## src/rtl/mem_initiator.sv

```systemverilog
`default_nettype none
// ============================================================================
// mem_initiator : sequences byte / 16-bit LE requests into single-byte memory
// cycles. Optional MEM_INITIATOR_PAGE_WRAP_EN adds the req_page_wrap input.
// Revision : 1.0
// ============================================================================
module mem_initiator #(
   parameter int ADDR_W     = 16,
   parameter int DATA_W     = 8,
   parameter int RD_LATENCY = 1
) (
   input  logic                clk,
   input  logic                resetn,
   input  logic                req_valid,
   output logic                req_ready,
   input  logic                req_write,
   input  logic                req_word,
   input  logic [ADDR_W-1:0]   req_addr,
   input  logic [2*DATA_W-1:0] req_wdata,
`ifdef MEM_INITIATOR_PAGE_WRAP_EN
   input  logic                req_page_wrap,
`endif
   output logic                rsp_valid,
   output logic [2*DATA_W-1:0] rsp_data,
   output logic                busy,
   output logic                mem_enable,
   output logic [ADDR_W-1:0]   mem_address,
   output logic                mem_wr_enable,
   output logic [DATA_W-1:0]   mem_wr_data,
   input  logic [DATA_W-1:0]   mem_rd_data
);

   localparam int               CNT_W       = 4;
   localparam logic [CNT_W-1:0] c_wait_init = CNT_W'(RD_LATENCY - 1);

   typedef enum logic [2:0] {
      S_IDLE     = 3'd0,
      S_ISSUE_LO = 3'd1,
      S_WAIT_LO  = 3'd2,
      S_ISSUE_HI = 3'd3,
      S_WAIT_HI  = 3'd4,
      S_RESP     = 3'd5
   } state_t;

   state_t                r_state;
   logic                  r_write;
   logic                  r_word;
   logic [ADDR_W-1:0]     r_addr_hi;
   logic [DATA_W-1:0]     r_wdata_hi;
   logic [CNT_W-1:0]      r_cnt;
   logic [DATA_W-1:0]     r_rd_lo;
   logic                  r_req_ready;
   logic                  r_busy;
   logic                  r_rsp_valid;
   logic [2*DATA_W-1:0]   r_rsp_data;
   logic                  r_mem_enable;
   logic [ADDR_W-1:0]     r_mem_address;
   logic                  r_mem_wr_enable;
   logic [DATA_W-1:0]     r_mem_wr_data;

   state_t                w_state_nxt;
   logic                  w_write_nxt;
   logic                  w_word_nxt;
   logic [ADDR_W-1:0]     w_addr_hi_nxt;
   logic [DATA_W-1:0]     w_wdata_hi_nxt;
   logic [CNT_W-1:0]      w_cnt_nxt;
   logic [DATA_W-1:0]     w_rd_lo_nxt;
   logic                  w_rsp_valid_nxt;
   logic [2*DATA_W-1:0]   w_rsp_data_nxt;
   logic                  w_mem_enable_nxt;
   logic [ADDR_W-1:0]     w_mem_address_nxt;
   logic                  w_mem_wr_enable_nxt;
   logic [DATA_W-1:0]     w_mem_wr_data_nxt;
   logic [ADDR_W-1:0]     w_addr_inc;

   // Address of the second byte; page wrap keeps the carry out of addr[ADDR_W-1:8].
   always_comb begin
      w_addr_inc = req_addr + ADDR_W'(1);
`ifdef MEM_INITIATOR_PAGE_WRAP_EN
      if (req_page_wrap) begin
         w_addr_inc = {req_addr[ADDR_W-1:8], req_addr[7:0] + 8'd1};
      end
`endif
   end

   always_comb begin
      w_state_nxt         = r_state;
      w_write_nxt         = r_write;
      w_word_nxt          = r_word;
      w_addr_hi_nxt       = r_addr_hi;
      w_wdata_hi_nxt      = r_wdata_hi;
      w_cnt_nxt           = r_cnt;
      w_rd_lo_nxt         = r_rd_lo;
      w_rsp_valid_nxt     = 1'b0;
      w_rsp_data_nxt      = r_rsp_data;
      w_mem_enable_nxt    = 1'b0;
      w_mem_address_nxt   = r_mem_address;
      w_mem_wr_enable_nxt = 1'b0;
      w_mem_wr_data_nxt   = r_mem_wr_data;

      case (r_state)
         S_IDLE: begin
            if (req_valid) begin
               w_state_nxt         = S_ISSUE_LO;
               w_write_nxt         = req_write;
               w_word_nxt          = req_word;
               w_addr_hi_nxt       = w_addr_inc;
               w_wdata_hi_nxt      = req_wdata[2*DATA_W-1:DATA_W];
               w_mem_enable_nxt    = 1'b1;
               w_mem_address_nxt   = req_addr;
               w_mem_wr_enable_nxt = req_write;
               if (req_write) begin
                  w_mem_wr_data_nxt = req_wdata[DATA_W-1:0];
               end
            end
         end

         S_ISSUE_LO: begin
            if (r_write) begin
               if (r_word) begin
                  w_state_nxt         = S_ISSUE_HI;
                  w_mem_enable_nxt    = 1'b1;
                  w_mem_address_nxt   = r_addr_hi;
                  w_mem_wr_enable_nxt = 1'b1;
                  w_mem_wr_data_nxt   = r_wdata_hi;
               end else begin
                  w_state_nxt     = S_RESP;
                  w_rsp_valid_nxt = 1'b1;
                  w_rsp_data_nxt  = '0;
               end
            end else begin
               w_state_nxt = S_WAIT_LO;
               w_cnt_nxt   = c_wait_init;
            end
         end

         S_WAIT_LO: begin
            if (r_cnt == '0) begin
               if (r_word) begin
                  w_state_nxt       = S_ISSUE_HI;
                  w_rd_lo_nxt       = mem_rd_data;
                  w_mem_enable_nxt  = 1'b1;
                  w_mem_address_nxt = r_addr_hi;
               end else begin
                  w_state_nxt     = S_RESP;
                  w_rsp_valid_nxt = 1'b1;
                  w_rsp_data_nxt  = {{DATA_W{1'b0}}, mem_rd_data};
               end
            end else begin
               w_cnt_nxt = r_cnt - CNT_W'(1);
            end
         end

         S_ISSUE_HI: begin
            if (r_write) begin
               w_state_nxt     = S_RESP;
               w_rsp_valid_nxt = 1'b1;
               w_rsp_data_nxt  = '0;
            end else begin
               w_state_nxt = S_WAIT_HI;
               w_cnt_nxt   = c_wait_init;
            end
         end

         S_WAIT_HI: begin
            if (r_cnt == '0) begin
               w_state_nxt     = S_RESP;
               w_rsp_valid_nxt = 1'b1;
               w_rsp_data_nxt  = {mem_rd_data, r_rd_lo};
            end else begin
               w_cnt_nxt = r_cnt - CNT_W'(1);
            end
         end

         S_RESP: begin
            w_state_nxt = S_IDLE;
         end

         default: begin
            w_state_nxt = S_IDLE;
         end
      endcase
   end

   // rsp_data only changes when a response is issued, so it holds between responses.
   always_ff @(posedge clk) begin
      if (!resetn) begin
         r_state         <= S_IDLE;
         r_write         <= 1'b0;
         r_word          <= 1'b0;
         r_addr_hi       <= '0;
         r_wdata_hi      <= '0;
         r_cnt           <= '0;
         r_rd_lo         <= '0;
         r_req_ready     <= 1'b1;
         r_busy          <= 1'b0;
         r_rsp_valid     <= 1'b0;
         r_rsp_data      <= '0;
         r_mem_enable    <= 1'b0;
         r_mem_address   <= '0;
         r_mem_wr_enable <= 1'b0;
         r_mem_wr_data   <= '0;
      end else begin
         r_state         <= w_state_nxt;
         r_write         <= w_write_nxt;
         r_word          <= w_word_nxt;
         r_addr_hi       <= w_addr_hi_nxt;
         r_wdata_hi      <= w_wdata_hi_nxt;
         r_cnt           <= w_cnt_nxt;
         r_rd_lo         <= w_rd_lo_nxt;
         r_req_ready     <= (w_state_nxt == S_IDLE);
         r_busy          <= (w_state_nxt != S_IDLE);
         r_rsp_valid     <= w_rsp_valid_nxt;
         r_rsp_data      <= w_rsp_data_nxt;
         r_mem_enable    <= w_mem_enable_nxt;
         r_mem_address   <= w_mem_address_nxt;
         r_mem_wr_enable <= w_mem_wr_enable_nxt;
         r_mem_wr_data   <= w_mem_wr_data_nxt;
      end
   end

   assign req_ready     = r_req_ready;
   assign busy          = r_busy;
   assign rsp_valid     = r_rsp_valid;
   assign rsp_data      = r_rsp_data;
   assign mem_enable    = r_mem_enable;
   assign mem_address   = r_mem_address;
   assign mem_wr_enable = r_mem_wr_enable;
   assign mem_wr_data   = r_mem_wr_data;

endmodule
`default_nettype wire

```

## config.mk

```make
export PLATFORM = sky130hd
export DESIGN_NAME = mem_initiator
export DESIGN_NICKNAME = d
export VERILOG_FILES = /design/src/rtl/mem_initiator.sv
export SDC_FILE = /design/constraint.sdc
export NUM_CORES = 1
export LEC_CHECK = 0
export CAP_MARGIN = 15
export CORE_UTILIZATION = 50
export CTS_CLUSTER_SIZE = 24
export DETAILED_ROUTE_END_ITERATION = 8
export PLACE_DENSITY = 0.83
export SLEW_MARGIN = 20
export SYNTH_ARGS = -nofsm -noshare
export SYNTH_HDL_FRONTEND = slang
export SYNTH_SLANG_ARGS = --single-unit
export TNS_END_PERCENT = 10
```

## constraint.sdc

```tcl
create_clock -name clk -period 2.1 [get_ports clk]
set_input_delay 0.42 -clock clk [delete_from_list [all_inputs] [get_ports clk]]
set_output_delay 0.42 -clock clk [all_outputs]
set_load 0.05 [all_outputs]
```

==> metrics.md <==
| Metric | Value |
|---|---|
| # setup viols final | 0 |
| Worst-path cell chain | clkdlybuf4s50_1 |
| Post-CTS Resized | 0 |
| H-tree Lvls | 3 |
| Via count | roughly 3500 |
| Root buf cell | clkbuf_8 |
| Worst path max stage delay | between 0.8 and 0.9 ns |
| Number of global-route vias before repair | 3524 |
| Hold_buf cts | 0 |
| Sink Count | 86 |
| Reg2reg end | mem_address[0] |
| Slew @ Worst Pin | between 0.5 and 0.6 ns |
| Hold Vio Cnt, Final | 0 |
| Post-synthesis async set-or-reset flop share | 0% |
| DP Area | approximately 5100 um^2 |
| Starting density of the core | between 50 and 60% |
| Outcome | complete, no violations |
| Final cell count without fillers | 637 |
| Critical Path Start Type | register |
| Worst skew pair latency | about 0.35 ns |
| Crit. End Element | output pin |
| Max Root-Sink Buffers | 2 |
| Required @ worst endpoint | approximately 1.7 ns |
| Yosys warnings | 0 |
| Hold EP | r_wdata_hi[1] |
| Top-count cell post-synth | dfxtp_1 |
| Critical path class | reg2out |
| Reg2reg start | r_state[1] |
| Worst hold start | r_wdata_hi[1] |
| Min Clock Period, post-route | 1.960 ns |
| Core ar. | just under 8000 um^2 |
| Normalized max-slew margin | 61.39% |
| Crit path from | mem_address[15] |
| CTS buffer count | 9 |
| Post-synth top area cell | dfxtp_1 |
| First-pass GRT wire length | roughly 16000 um |
| Drt initial violations | roughly 180 |
| Max Fclk | 0.5102 GHz |
| Placed cells | around 620 |
| Pleak | between 1.5 and 2 nW |
| Final period utilization | roughly 93% |
| #FFs+latches synth | 86 |
| DRC viols | 0 |
| Mean Syn Cell Area | 9.104 um^2 |
| Max-slew violation count | 0 |
| Syn Std Cell Area | approximately 4000 um^2 |
| Number of synthesized flops with an enable pin | 0 |
| Total power | ~6.2 mW |
| Crit-path leading delay family | buffers and inverters |
| Data arrival, critical path | between 1.5 and 2 ns |
| Main synth FF type | dfxtp_1 |
| Reg2reg path depth | 6 |
| Gr usage total | between 20 and 25% |
| Number of library cell types mapped by synthesis | 47 |
| Remaining global-route overflow | 0 |
| Pwr Density | around 1200 nW/um^2 |
| Slowest CP cell | clkdlybuf4s50_1 |
| Synthesis-to-layout area growth | 33.69% |
| Worst hold path stage count | 2 |
| Nets | approximately 580 |
| Largest net degree at the start of global routing | 25 |
| Buffers on Ports | a little under 90 |
| Post-CTS Setup Repair Bufs | 0 |
| Critical Path Stages | 1 |
| Critical path fanouts, max | 2 |
| Wire per inst | approximately 15 um |
| Peak VDD IR | approximately 0.83 mV |
| Hold Slack | 0.4582 ns |
| TritonCTS clock tree | yes |
| Worst hold path type | reg2reg |
| Die height | 90.90 um |
| Post-Route WL | 9713 um |
| FP Rows | 32 |
| Fin Setup TNS | 0 ns |
| R2r setup slk | 0.20 ns |
| Max-cap viol count | 0 |
| Ports | 90 |
| Top post-synthesis cells by area | dfxtp_1, mux2i_1, nand2_1 |
| Final GP Congestion | about 0.83 |
| CTS clock-pin slew for the worst setup and hold paths | about 0.090 ns |
| Yosys top cell area share | between 40 and 50% |
| Buffers & Inverters on Critical Path | 1 |
| Initial antenna violation count | 0 |
| Design Area, Final | ~5300 um^2 |
| DIE AREA | between 8000 and 9000 um^2 |
| Share of post-route cells with drive strength above 1 | between 10% and 20% |
| Register area share after synthesis | a little over two fifths |
| RSZ-0062 raised after global routing | false |
| Hpwl dp | just under 7000 um |
| Fill cells | around 630 |
| Routed Antenna Nets | 0 |
| Via density | 5.538 |
| 1st-pass router iterations | 4 |
| Syn Nets | 481 |
| Syn Inst Count | ~430 |
| Layout Skew | between 0.01 and 0.015 ns |
| Diode count | 0 |
| Overall die width | about 91 um |
| Most frequent cells after synthesis | dfxtp_1, nand2_1, mux2i_1, a21oi_1, nor2_1 |
[cell usage in the layout (no fill, tap or decap), types with 5 or more instances in the layout]
cell type / netlist / layout
nand3_1: 6 / 6
nor2b_1: 5 / 5
and4_1: 5 / 5
o21ai_0: 15 / 15
xor2_1: 7 / 7
xnor2_1: 7 / 7
clkbuf_8: 0 / 10
nor2_1: 24 / 24
nand2_1: 64 / 64
a21oi_1: 44 / 44
a22o_1: 8 / 8
mux2i_1: 48 / 48
a211oi_1: 19 / 19
a211oi_2: 10 / 10
buf_4: 4 / 26
dfxtp_1: 86 / 86
clkdlybuf4s50_1: 0 / 89
inv_1: 6 / 6
[worst max path at each step]
stage                 endpoint  slack, ns
5_1_grt         mem_wr_data[0]       0.08
3_5_place_dp    mem_address[0]      0.002
2_1_floorplan  mem_address[10]       0.22
3_3_place_gp      r_addr_hi[5]       0.12
6_report       mem_address[15]       0.14
4_1_cts        mem_address[15]       0.13
[worst register-to-register path, cell delays in order, from the launching register on]
cell and delay [ns]:
dfxtp_1 0.43, buf_4 0.22, nor4b_4 0.40, a21o_1 0.15, buf_4 0.23, a21oi_1 0.10
a211oi_1 0.27
[registers in the layout, summed over array words and instances (netlist names)]
name,count
mem_wr_enable,1
r_rd_lo,8
r_addr_hi,16
r_word,1
r_wdata_hi,8
rsp_valid,1
mem_address,16
r_write,1
rsp_data,16
req_ready,1
mem_wr_data,8
busy,1
r_cnt,4
mem_enable,1
r_state,3
[metrics by stage]
stage               utilization, %  setup slack, ns
floorplan                        -           0.2209
global placement             66.26           0.1191
detailed placement           66.26         0.002166
CTS                          68.72           0.1314
global route                 68.72          0.07507
finish                       68.72           0.1400
[report_power, final]
part / switching [mW] / internal (mW)
Clock: 0.568 / 0.573
Sequential: 0.211 / 1.95
Combinational: 1.73 / 1.18
[layout make-up]
class	instances	area [um^2]	share of cell area, %
Multi-Input combinational cell	308	2052	38.84
Sequential cell	86	1722	32.59
Timing Repair Buffer	119	1166	22.07
Clock buffer	11	141.4	2.676
Tap cell	102	127.6	2.416
Clock inverter	4	47.55	0.9000
Inverter	7	26.28	0.4974
[layer usage]
metal / vias up / global-route usage (%) / wire length (um) / part of all wire [%]
met1: 1650 / 31.30 / 4366 / 45
met2: 111 / 40.34 / 4609 / 47
met5: - / 0 / 0 / 0
met3: 21 / 4.125 / 477 / 4.9
met4: 0 / 12.17 / 259 / 2.7
li1: 1746 / - / - / -
[cells by family after synthesis]
group	Yosys count	share of synthesized area, %
adders and majority gates	2	0.6332
and+or+nand+nor	137	17.10
buffers and inverters	40	5.003
xor gates and xnor gates	14	3.103
AOI/OAI and AO/OA	106	18.14
muxes	49	12.44
DFF	86	43.57
No activity file was read; power rests on OpenSTA's default activity.
